[src/rtl/mem_access_stage.sv]
// Memory-access stage: turns EX/MEM load/store requests into req/ack bus cycles and registers the WB value.
// Latency: 1 cycle pass-through when idle; a bus access takes at least 2 cycles (request edge + ack edge).
// Backpressure: stall_req holds the pipeline from access detection until the ack cycle. Optional MEM_ACCESS_TIMEOUT_EN adds bus_err.
module mem_access_stage #(
  parameter int ADDR_W = 30
`ifdef MEM_ACCESS_TIMEOUT_EN
  ,
  parameter int TIMEOUT = 16
`endif
) (
  input  logic              clk,
  input  logic              rst,
  input  logic              mem_memWriteEnable,
  input  logic              mem_memReadEnable,
  input  logic [ADDR_W-1:0] mem_memAddr,
  input  logic [3:0]        mem_memSel,
  input  logic [31:0]       mem_result,
  input  logic [4:0]        mem_regDest,
  input  logic              mem_resultSel,
  output logic              dbus_req,
  output logic              dbus_we,
  output logic [ADDR_W-1:0] dbus_addr,
  output logic [3:0]        dbus_sel,
  output logic [31:0]       dbus_wdata,
  input  logic              dbus_ack,
  input  logic [31:0]       dbus_rdata,
  output logic              stall_req,
  output logic [4:0]        wb_regDest,
  output logic [31:0]       wb_data,
  output logic              wb_writeEnable
`ifdef MEM_ACCESS_TIMEOUT_EN
  ,
  output logic              bus_err
`endif
);

  typedef enum logic {ST_IDLE = 1'b0, ST_BUSY = 1'b1} state_t;

  state_t              r_state;
  state_t              w_state_nxt;
  logic                w_access;
  logic                w_timeout;

  logic                r_dbus_req;
  logic                r_dbus_we;
  logic [ADDR_W-1:0]   r_dbus_addr;
  logic [3:0]          r_dbus_sel;
  logic [31:0]         r_dbus_wdata;
  logic [4:0]          r_wb_regDest;
  logic [31:0]         r_wb_data;
  logic                r_wb_writeEnable;

  // Store data is replicated across lanes so the bus slave can take any lane directly.
  function automatic logic [31:0] store_data(input logic [3:0] sel, input logic [31:0] res);
    case (sel)
      4'b0001, 4'b0010, 4'b0100, 4'b1000: store_data = {4{res[7:0]}};
      4'b0011, 4'b1100:                   store_data = {2{res[15:0]}};
      default:                            store_data = res;
    endcase
  endfunction

  // Loads are right-aligned and zero-extended; irregular masks just keep the selected lanes in place.
  function automatic logic [31:0] load_data(input logic [3:0] sel, input logic [31:0] rd);
    case (sel)
      4'b1111: load_data = rd;
      4'b0011: load_data = {16'h0000, rd[15:0]};
      4'b1100: load_data = {16'h0000, rd[31:16]};
      4'b0001: load_data = {24'h000000, rd[7:0]};
      4'b0010: load_data = {24'h000000, rd[15:8]};
      4'b0100: load_data = {24'h000000, rd[23:16]};
      4'b1000: load_data = {24'h000000, rd[31:24]};
      default: load_data = rd & {{8{sel[3]}}, {8{sel[2]}}, {8{sel[1]}}, {8{sel[0]}}};
    endcase
  endfunction

  assign w_access = mem_memWriteEnable | mem_memReadEnable;

`ifdef MEM_ACCESS_TIMEOUT_EN
  localparam int CNT_W = $clog2(TIMEOUT + 1);

  logic [CNT_W-1:0] r_tmo_cnt;
  logic             r_bus_err;

  // Counts BUSY cycles; held at zero in IDLE so each access starts from a fresh count.
  always_ff @(posedge clk or negedge rst) begin
    if (!rst) begin
      r_tmo_cnt <= '0;
    end else if (r_state == ST_BUSY) begin
      r_tmo_cnt <= r_tmo_cnt + 1'b1;
    end else begin
      r_tmo_cnt <= '0;
    end
  end

  // An ack arriving on the last allowed cycle still wins over the timeout.
  assign w_timeout = (r_state == ST_BUSY) && !dbus_ack &&
                     (r_tmo_cnt == CNT_W'(TIMEOUT - 1));
  assign bus_err   = r_bus_err;
`else
  assign w_timeout = 1'b0;
`endif

  // State register.
  always_ff @(posedge clk or negedge rst) begin
    if (!rst) begin
      r_state <= ST_IDLE;
    end else begin
      r_state <= w_state_nxt;
    end
  end

  // Next-state logic: IDLE launches on any enable, BUSY ends on ack (or timeout).
  always_comb begin
    w_state_nxt = r_state;
    case (r_state)
      ST_IDLE: if (w_access) w_state_nxt = ST_BUSY;
      ST_BUSY: if (dbus_ack || w_timeout) w_state_nxt = ST_IDLE;
      default: w_state_nxt = ST_IDLE;
    endcase
  end

  // Output logic: hold the pipeline from the cycle an access appears until the ack cycle.
  always_comb begin
    stall_req = 1'b0;
    case (r_state)
      ST_IDLE: stall_req = w_access;
      ST_BUSY: stall_req = !dbus_ack;
      default: stall_req = 1'b0;
    endcase
  end

  // Bus and write-back registers; bus fields stay frozen through BUSY so the slave sees a stable request.
  always_ff @(posedge clk or negedge rst) begin
    if (!rst) begin
      r_dbus_req       <= 1'b0;
      r_dbus_we        <= 1'b0;
      r_dbus_addr      <= '0;
      r_dbus_sel       <= 4'h0;
      r_dbus_wdata     <= 32'h0;
      r_wb_regDest     <= 5'd0;
      r_wb_data        <= 32'h0;
      r_wb_writeEnable <= 1'b0;
`ifdef MEM_ACCESS_TIMEOUT_EN
      r_bus_err        <= 1'b0;
`endif
    end else begin
`ifdef MEM_ACCESS_TIMEOUT_EN
      r_bus_err <= 1'b0;
`endif
      if (r_state == ST_IDLE) begin
        if (w_access) begin
          // Store wins when both enables are set.
          r_dbus_req       <= 1'b1;
          r_dbus_we        <= mem_memWriteEnable;
          r_dbus_addr      <= mem_memAddr;
          r_dbus_sel       <= mem_memSel;
          r_dbus_wdata     <= store_data(mem_memSel, mem_result);
          r_wb_writeEnable <= 1'b0;
        end else begin
          r_wb_regDest     <= mem_regDest;
          r_wb_data        <= mem_result;
          r_wb_writeEnable <= (mem_regDest != 5'd0) && !mem_resultSel;
        end
      end else begin
        if (dbus_ack) begin
          r_dbus_req   <= 1'b0;
          r_wb_regDest <= mem_regDest;
          if (r_dbus_we) begin
            r_wb_writeEnable <= 1'b0;
          end else begin
            r_wb_data        <= load_data(r_dbus_sel, dbus_rdata);
            r_wb_writeEnable <= (mem_regDest != 5'd0);
          end
        end else if (w_timeout) begin
          r_dbus_req       <= 1'b0;
          r_wb_writeEnable <= 1'b0;
`ifdef MEM_ACCESS_TIMEOUT_EN
          r_bus_err        <= 1'b1;
`endif
        end
      end
    end
  end

  assign dbus_req       = r_dbus_req;
  assign dbus_we        = r_dbus_we;
  assign dbus_addr      = r_dbus_addr;
  assign dbus_sel       = r_dbus_sel;
  assign dbus_wdata     = r_dbus_wdata;
  assign wb_regDest     = r_wb_regDest;
  assign wb_data        = r_wb_data;
  assign wb_writeEnable = r_wb_writeEnable;

endmodule

[config.mk]
export PLATFORM = sky130hd
export DESIGN_NAME = mem_access_stage
export DESIGN_NICKNAME = d
export VERILOG_FILES = /design/src/rtl/mem_access_stage.sv
export SDC_FILE = /design/constraint.sdc
export NUM_CORES = 1
export LEC_CHECK = 0
export ABC_AREA = 1
export BUFFER_PORTS_ARGS = -buffer_cell sky130_fd_sc_hd__buf_2
export CORE_UTILIZATION = 40
export DETAILED_ROUTE_END_ITERATION = 10
export PLACE_DENSITY = 0.67
export SLEW_MARGIN = 20
export SYNTH_ARGS = -nofsm -noshare
export SYNTH_HDL_FRONTEND = slang
export SYNTH_SLANG_ARGS = --single-unit
[constraint.sdc]
create_clock -name clk -period 1.4 [get_ports clk]
set_input_delay 0.28 -clock clk [delete_from_list [all_inputs] [get_ports clk]]
set_output_delay 0.28 -clock clk [all_outputs]
set_load 0.02 [all_outputs]
==> flow_metrics.tcl, run 1 <==
set metrics [dict create \
    outcome "complete, but fails checks" \
    violations "setup timing" \
    htreeDepth 3 \
    synth_compound_area_frac 0.0938 \
    initial_core_util 0.410 \
    clk_latency_ns 0.35 \
    die_area_um2 14700 \
    detailedRoute.firstPassIterationCount 5 \
    worst_ep_required_time_ns 1.12 \
    synth_fp_nets 886 \
    r2r_setup_slack_ns -0.08 \
    synth_simple_gate_area_frac 0.348 \
    hpwl_um 14300 \
    whs_ns 0.119 \
    setup_viol 23 \
    synthAdderAreaFrac 0 \
    rsz0062_at_grt "yes" \
    peakVddDrop_mv 1.00 \
    synthXorXnorAreaFrac 0 \
    routedWlPerCell_um 15.8 \
    row_count 43 \
    path_clk_slew_ns 0.07 \
    cts.sinks 107 \
    powerDensity_nw_per_um2 1480 \
    tns_ns -0.826 \
    synth.largest_area_cell "dfrtp_1" \
    drive_gt1_frac 0.392 \
    synth.area.top_cells "dfrtp_1, nand2_1, nand3_1" \
    path_max_fanout 4 \
    dr.first_iter.drc_count 409 \
    synth-seq-area-share 0.471 \
    synth_cell_types 27 \
    antenna_found_initial 2 \
    hold_path.class "in2reg" \
    fmax_mhz 668 \
    crit_type "reg2out" \
    core_um2 13900 \
    cp.arrival_ns 1.22 \
    syn_inst 777 \
    final.min_clock_period_ns 1.50 \
    netlist.area_leader.share 0.471 \
    ys_seq_elements 107 \
    grt_overflow_total 0 \
    hold_viol_final 0 \
    grt_max_degree 48 \
    grt_pass1_wl_um 28300 \
    final_nets 1143 \
    drc 0 \
    io_buffers 215 \
    fp.dieW_um 121 \
    layout_setup_ws_ns -0.0970 \
    crit_path_end_kind "primary output" \
    cts_tree "built" \
    synth_top_family_by_area "simple AND/OR/NAND/NOR gates" \
    muxShareOfSynthArea 0 \
    syn_area_per_cell_um2 7.32 \
    cts_root_buffer "clkbuf_16" \
    p_leak_nw 4.49 \
    die_height_um 121 \
    postRouteWirelength_um 19200 \
    ios 216 \
    period_share 1.07 \
    finalPower_mw 12.3 \
    vias_per_cell 4.95 \
    worst_slew_pin_slew_ns 0.366 \
    numCtsBuffers 9 \
    area_growth_pct 46.0 \
    gp_congestion 0.942 \
    finalMaxSlewViolations 0 \
    grt_util_all_layers 0.255 \
    cp-start-kind "register" \
    syn_area_um2 5690 \
    slew_headroom 0.756 \
    finalClockSkew_ns 0.00521 \
    clockBufferDepth 2 \
    ant_nets 0 \
    route.vias.total 6045 \
    maxCapViolations 0 \
    synth_warnings 0 \
    grt_pass1_vias 5448 \
]
[per-layer routing]
| metal | share of wire | routed length (um) | vias up | global-route usage |
|---|---|---|---|---|
| li1 | - | - | 2983 | - |
| met1 | 0.42 | 8080 | 2777 | 0.327 |
| met2 | 0.47 | 9120 | 245 | 0.408 |
| met3 | 0.076 | 1470 | 40 | 0.0653 |
| met4 | 0.030 | 572 | 0 | 0.103 |
| met5 | 0 | 0 | - | 0 |
[worst max-delay path: stages (launching register included)]
cell      delay, ns
dfrtp_1        0.42
nand2_2        0.08
buf_6          0.12
nand2_4        0.08
clkinv_4       0.05
buf_6          0.12
[area by class of cell]
| type | count | area [um^2] |
|---|---|---|
| Antenna cell | 2 | 5.00 |
| Timing Repair Buffer | 282 | 1910 |
| Fill cell | 1337 | 5580 |
| Clock inverter | 6 | 71.3 |
| Multi-Input combinational cell | 562 | 2870 |
| Tap cell | 180 | 225 |
| Sequential cell | 107 | 2680 |
| Clock buffer | 10 | 239 |
| Inverter | 72 | 290 |
[worst paths after layout]
path,startpoint,cells past startpoint,to
setup reg to reg,r_state,8,dbus_wdata[28]
min in group asynchronous,rst,2,dbus_wdata[20]
hold reg to reg,dbus_addr[14],2,dbus_addr[14]
hold / removal,mem_memAddr[2],3,dbus_addr[2]
setup / recovery,r_state,5,stall_req
max in group asynchronous,rst,3,wb_regDest[1]
[synthesized netlist by cell type]
cell type    n
clkinv_1     2
nand2_1    282
o21ai_4      2
nor2_1      61
o22ai_1      1
nand2_4      4
o21a_1       1
dfrtp_1    107
clkbuf_1    12
or2_2        9
nand4_1      1
nand2_2      4
nand3_1     95
or2_0        1
nor2_2       5
a21oi_1     46
o211ai_1     1
a31oi_1     13
buf_6        7
nor3_2       1
inv_1       65
a21boi_0     7
buf_2       11
o21ai_0     23
nand3b_1     5
inv_2        5
buf_4        6
[cell families after synthesis]
group / Yosys count
DFF: 107
AOI/OAI and AO/OA: 94
buffers and inverters: 108
and+or+nand+nor: 468
[layout by cell type (no fill, tap or decap), types with 10 or more instances in the layout]
cell type	netlist	layout
o21ai_0	23	14
nor2_2	5	14
buf_12	0	11
dfrtp_1	107	103
clkbuf_16	0	15
a31oi_1	13	13
buf_4	6	32
nand2_2	4	22
inv_1	65	62
a21oi_1	46	36
buf_2	11	212
buf_6	7	18
a21oi_2	0	10
nand3_1	95	72
nor2_1	61	45
nand3_2	0	19
nand2_1	282	260
[flip-flops by register name (all words and copies together), names as in the netlist]
register,flops
dbus_addr,30
dbus_req,1
dbus_sel,4
dbus_wdata,32
dbus_we,1
r_state,1
wb_data,32
wb_regDest,5
wb_writeEnable,1
[stage by stage]
step	cells	cell area [um^2]	worst slack, ns	util
2_1_floorplan	777	5690	-0.000364	-
3_3_place_gp	1184	7240	-0.0141	0.521
3_5_place_dp	1184	7240	-0.0397	0.521
4_1_cts	1205	7670	-0.104	0.553
5_1_grt	1220	8300	-0.140	0.598
6_report	1221	8300	-0.0970	0.598
[what timing repair did]
item                                    in CTS  in global routing
hold buffers                                 1                  0
gates cloned                                 1                  9
buffers inserted                             3                  7
endpoints found under the setup margin      10                 82
pin swaps                                    3                 41
endpoints found under the hold margin       21                  0
gates resized for setup                     24                118
[where the power goes]
part / switching [mW] / internal (mW)
clock network: 1.17 / 1.45
logic: 3.26 / 1.97
registers: 0.513 / 3.90
total: 4.94 / 7.32
No activity file was read; power rests on OpenSTA's default activity.
==> run 2, diff against run 1 <==
--- a/config.mk
+++ b/config.mk
@@ -9,6 +9,7 @@
 export BUFFER_PORTS_ARGS = -buffer_cell sky130_fd_sc_hd__buf_2
 export CORE_UTILIZATION = 40
 export DETAILED_ROUTE_END_ITERATION = 10
+export MAX_ROUTING_LAYER = met4
 export PLACE_DENSITY = 0.67
 export SLEW_MARGIN = 20
 export SYNTH_ARGS = -nofsm -noshare
==> run 2 against run 1 <==
- the flow still finishes with violations (setup timing)
- register-to-register slack about the same
- wire length increased by 2.9%
- first-iteration DRC count increased by 40%
- cell area increased by 0.53%
- cell count about the same
- clock-buffer cell count unchanged
- critical path type unchanged
- largest power group unchanged
==> flow_metrics.tcl, run 2 (synthesized netlist as in run 1, its figures left out) <==
set metrics [dict create \
    drive_gt1_frac 0.403 \
    crit_path_end_kind "primary output" \
    die_area_um2 14700 \
    p_sw_mw 5.08 \
    row_count 43 \
    worst_hold_startpoint "mem_memAddr[2]" \
    htreeDepth 3 \
    antenna_found_initial 0 \
    internal_power_mw 7.20 \
    r2r_setup_slack_ns -0.07 \
    crit_chain "inv_2 > nand2_4 > nand2_4 > clkinv_4 > buf_6" \
    regArea_um2 2680 \
    clk_latency_ns 0.37 \
    gp_congestion 0.932 \
    area_growth_pct 46.7 \
    clockBufferDepth 2 \
    multi_input_area_um2 2990 \
    peakVddDrop_mv 0.818 \
    fmax_mhz 666 \
    cp_slowest_stage_delay_ns 0.42 \
    worst_slew_pin_slew_ns 0.333 \
    cts.sinks 107 \
    placed_area_um2 7220 \
    cp.arrival_ns 1.22 \
    slew_headroom 0.778 \
    initial_core_util 0.410 \
    violations "setup timing" \
    path_clk_slew_ns 0.07 \
    final.min_clock_period_ns 1.50 \
    cp-start-kind "register" \
    p_comb_frac 0.442 \
    die_height_um 121 \
    route.vias.total 6176 \
    ios 216 \
    worst_ep_required_time_ns 1.12 \
    outcome "complete, but fails checks" \
    postLayoutCellArea_um2 8340 \
    path_max_fanout 4 \
    hold_viol_final 0 \
    vias_per_cell 5.06 \
    drc 0 \
    postRouteWirelength_um 19800 \
    p_leak_nw 4.45 \
    reg2reg_from "r_state" \
    insertedDiodeCount 0 \
    finalClockSkew_ns 0.00524 \
    crit_family "flip-flops" \
    rsz0062_at_grt "yes" \
    period_share 1.07 \
    cts_root_buffer "clkbuf_16" \
    pwr-share-clk 0.196 \
    path_common_cell "nand2_4" \
    switching_share 0.414 \
    grt_pass1_vias 5590 \
    final_util 0.601 \
    grt_pass1_wl_um 28500 \
    numCtsBuffers 9 \
    sequentialPowerShare 0.363 \
    io_buffers 215 \
    detailedRoute.firstPassIterationCount 5 \
    grt_overflow_total 0 \
    powerDensity_nw_per_um2 1470 \
    setup_viol 40 \
    core_um2 13900 \
    grt_max_degree 56 \
    fp.dieW_um 121 \
    routedWlPerCell_um 16.2 \
    final_nets 1146 \
    cts_tree "built" \
    path_buf_inv 3 \
    hold_path.class "in2reg" \
    nFillCells 1341 \
    final_common_cell "nand2_1" \
    post-place-ws_ns -0.0541 \
    maxCapViolations 0 \
    ant_nets 0 \
    layout_setup_ws_ns -0.101 \
    most-common-layout-cells "nand2_1, buf_2, dfrtp_1, nand3_1, inv_1" \
    finalMaxSlewViolations 0 \
    slowest_stage "dfrtp_1" \
    grt_util_all_layers 0.265 \
    crit_type "reg2out" \
    hpwl_um 14600 \
    dr.first_iter.drc_count 571 \
    crit_path_start "r_state" \
]
run 2: cell count changes in the layout (fill, tap and decap cells not counted), sizes merged:
cell | before | now
bufinv | 1 | 0
nand2 | 290 | 291
diode | 2 | 0
inv | 72 | 71
clkinv | 3 | 5
buf | 275 | 279
clkbuf | 16 | 12
run 2: layout make-up:
class / count / area share
Timing Repair Buffer: 282 / 0.222
Tap cell: 180 / 0.0270
Clock inverter: 4 / 0.00345
Timing Repair inverter: 2 / 0.00240
Sequential cell: 107 / 0.322
Inverter: 72 / 0.0360
Clock buffer: 10 / 0.0286
Multi-Input combinational cell: 563 / 0.359
run 2: layer usage:
| layer | vias to the layer above | wire length, um | track usage |
|---|---|---|---|
| li1 | 2980 | - | - |
| met1 | 2919 | 8280 | 0.329 |
| met2 | 246 | 9690 | 0.428 |
| met3 | 31 | 1480 | 0.0611 |
| met4 | 0 | 348 | 0.0849 |
| met5 | - | 0 | - |
run 2: power groups by stage:
stage,Combinational (mW),Sequential (mW),Clock (mW)
after detailed placement,4.60,4.43,0
after global routing,5.87,4.55,2.53
after floorplan,1.77,5.37,0
after CTS,4.67,4.40,2.43
after global placement,4.53,4.42,0
final,5.42,4.45,2.40
run 2: what timing repair did:
item	CTS	global route
gates cloned	0	6
hold buffers	1	0
resized for setup	21	134
endpoints found under the hold margin	17	0
endpoints found under the setup margin	26	42
pin swaps	5	47
buffers inserted	4	13
run 2: final timing paths:
kind	to	cells past startpoint
worst max-delay path	stall_req	5
worst max register to register	wb_data[29]	6
max in group asynchronous	dbus_sel[1]	3
worst min register to register	dbus_addr[9]	2
min in group asynchronous	dbus_wdata[20]	2
worst min-delay path	dbus_addr[2]	3
run 2: tightest hold or removal path, cell delays in order:
cell and delay, ns:
buf_2 0.07, nand2_1 0.04, nand2_1 0.05
run 2: per-stage QoR:
stage	hold slack [ns]	total power [mW]	std cells	TNS (ns)
floorplan	-0.0156	7.14	777	-0.000728
global placement	0.190	8.95	1184	-0.204
detailed placement	0.190	9.03	1184	-1.22
CTS	0.106	11.5	1202	-0.101
global route	0.116	13.0	1220	-5.61
finish	0.112	12.3	1220	-1.39
==> run 3, diff against run 2 <==
--- a/config.mk
+++ b/config.mk
@@ -11,6 +11,7 @@
 export DETAILED_ROUTE_END_ITERATION = 10
 export MAX_ROUTING_LAYER = met4
 export PLACE_DENSITY = 0.67
+export SKIP_CTS_REPAIR_TIMING = 1
 export SLEW_MARGIN = 20
 export SYNTH_ARGS = -nofsm -noshare
 export SYNTH_HDL_FRONTEND = slang
==> run 3 against run 2 <==
- the run still ends with setup timing left
- flip-flop and latch count is the same
- cell count about the same
- cell area is 3.1% lower
==> flow_metrics.tcl, run 3 (synthesized netlist as in run 1, its figures left out) <==
set metrics [dict create \
    post_layout_nonfiller_instances 1219 \
    cp.arrival_ns 1.20 \
    ios 216 \
    finalMaxSlewViolations 0 \
    final.min_clock_period_ns 1.48 \
    ant_nets 0 \
    maxCapViolations 0 \
    reg2reg_from "r_state" \
    grt_pass1_wl_um 28200 \
    clockBufferDepth 2 \
    final_util 0.582 \
    detailedRoute.firstPassIterationCount 5 \
    worst_ep_required_time_ns 1.12 \
    vias_per_cell 4.97 \
    crit_family "flip-flops" \
    crit_chain "nand2_2 > buf_6 > nand2_4 > inv_2 > buf_6" \
    nFillCells 1403 \
    layout_setup_ws_ns -0.0824 \
    gp_congestion 0.932 \
    min_to "dbus_addr[2]" \
    powerDensity_nw_per_um2 1500 \
    grt_max_degree 56 \
    io_buffers 215 \
    final_nets 1145 \
    worst_slew_pin_slew_ns 0.329 \
    path_clk_slew_ns 0.07 \
    slowest_stage "dfrtp_1" \
    routedWlPerCell_um 15.7 \
    dp.cells 1184 \
    drive_gt1_frac 0.376 \
    violations "setup timing" \
    p_leak_nw 4.41 \
    outcome "complete, but fails checks" \
    path_max_fanout 4 \
    crit_path_end_kind "primary output" \
    initial_core_util 0.410 \
    most-common-layout-cells "nand2_1, buf_2, dfrtp_1, nand3_1, inv_1" \
    die_area_um2 14700 \
    core_um2 13900 \
    slew_headroom 0.781 \
    hpwl_um 14600 \
    rsz0062_at_grt "yes" \
    clk_latency_ns 0.36 \
    peakVddDrop_mv 0.819 \
    postRouteWirelength_um 19200 \
    worst_hold_startpoint "mem_memAddr[2]" \
    hold_path_depth 3 \
    cts_tree "built" \
    numCtsBuffers 9 \
    row_count 43 \
    route.vias.total 6060 \
    period_share 1.06 \
    die_height_um 121 \
    grt_pass1_vias 5516 \
    r2r-end "dbus_wdata[31]" \
    hold_viol_final 0 \
    htreeDepth 3 \
    ff2ff_path_depth 8 \
    final_common_cell "nand2_1" \
    grt_overflow_total 0 \
    path_common_cell "buf_6" \
    insertedDiodeCount 0 \
    path_buf_inv 3 \
    r2r_setup_slack_ns -0.07 \
    cp_slowest_stage_delay_ns 0.42 \
    drc 0 \
    fmax_mhz 675 \
    antenna_found_initial 0 \
    grt_util_all_layers 0.262 \
    crit_type "reg2out" \
    cts_root_buffer "clkbuf_16" \
    fp.dieW_um 121 \
    hold_path.class "in2reg" \
    cp-start-kind "register" \
    area_growth_pct 42.2 \
    cts.sinks 107 \
    finalClockSkew_ns 0.00456 \
    setup_viol 58 \
    dr.first_iter.drc_count 524 \
]
[run 3: worst min-delay path, stage by stage]
cell and delay (ns):
buf_2 0.07, nand2_1 0.04, nand2_1 0.05
[run 3: how the worst max path moves through the flow]
stage / slack, ns / end / cells past startpoint / startpoint
after global placement: -0.03 / dbus_wdata[16] / 11 / mem_memSel[0]
final: -0.08 / stall_req / 5 / r_state
after detailed placement: -0.05 / wb_data[16] / 6 / dbus_sel[2]
after global routing: -0.14 / stall_req / 5 / r_state
after floorplan: -0.0004 / wb_data[14] / 8 / dbus_sel[2]
after CTS: -0.23 / stall_req / 5 / r_state
[run 3: final cells by class]
type	instances	area, um^2	area share
clock buffer	10	239	0.0296
clock inverter	4	28.8	0.00356
inverter	72	283	0.0350
multi-input combinational	563	2800	0.347
sequential	107	2680	0.332
tap	180	225	0.0279
timing repair buffer	283	1820	0.225
[run 3: per-layer routing]
metal / wire length, um / GRT usage / up-vias / part of all wire
met3: 1500 / 0.0695 / 31 / 0.078
met1: 8060 / 0.326 / 2792 / 0.42
met5: 0 / - / - / 0
li1: - / - / 2977 / -
met4: 402 / 0.0710 / 0 / 0.021
met2: 9220 / 0.422 / 260 / 0.48
[run 3: stage by stage]
step / power, mW / area [um^2] / hold WS, ns / TNS [ns] / setup WS [ns]
2_1_floorplan: 7.14 / 5690 / -0.0156 / -0.000728 / -0.000364
3_3_place_gp: 8.95 / 7220 / 0.190 / -0.204 / -0.0322
3_5_place_dp: 9.03 / 7220 / 0.190 / -1.22 / -0.0541
4_1_cts: 11.4 / 7490 / -0.199 / -0.954 / -0.225
5_1_grt: 12.8 / 8090 / 0.112 / -7.97 / -0.140
6_report: 12.1 / 8090 / 0.119 / -1.98 / -0.0824
[run 3: power by group]
group	internal [mW]	leakage [nW]	switching, mW
Clock	1.24	0.126	1.15
Sequential	3.90	1.27	0.595
Combinational	2.01	3.01	3.22
Total	7.14	4.41	4.97
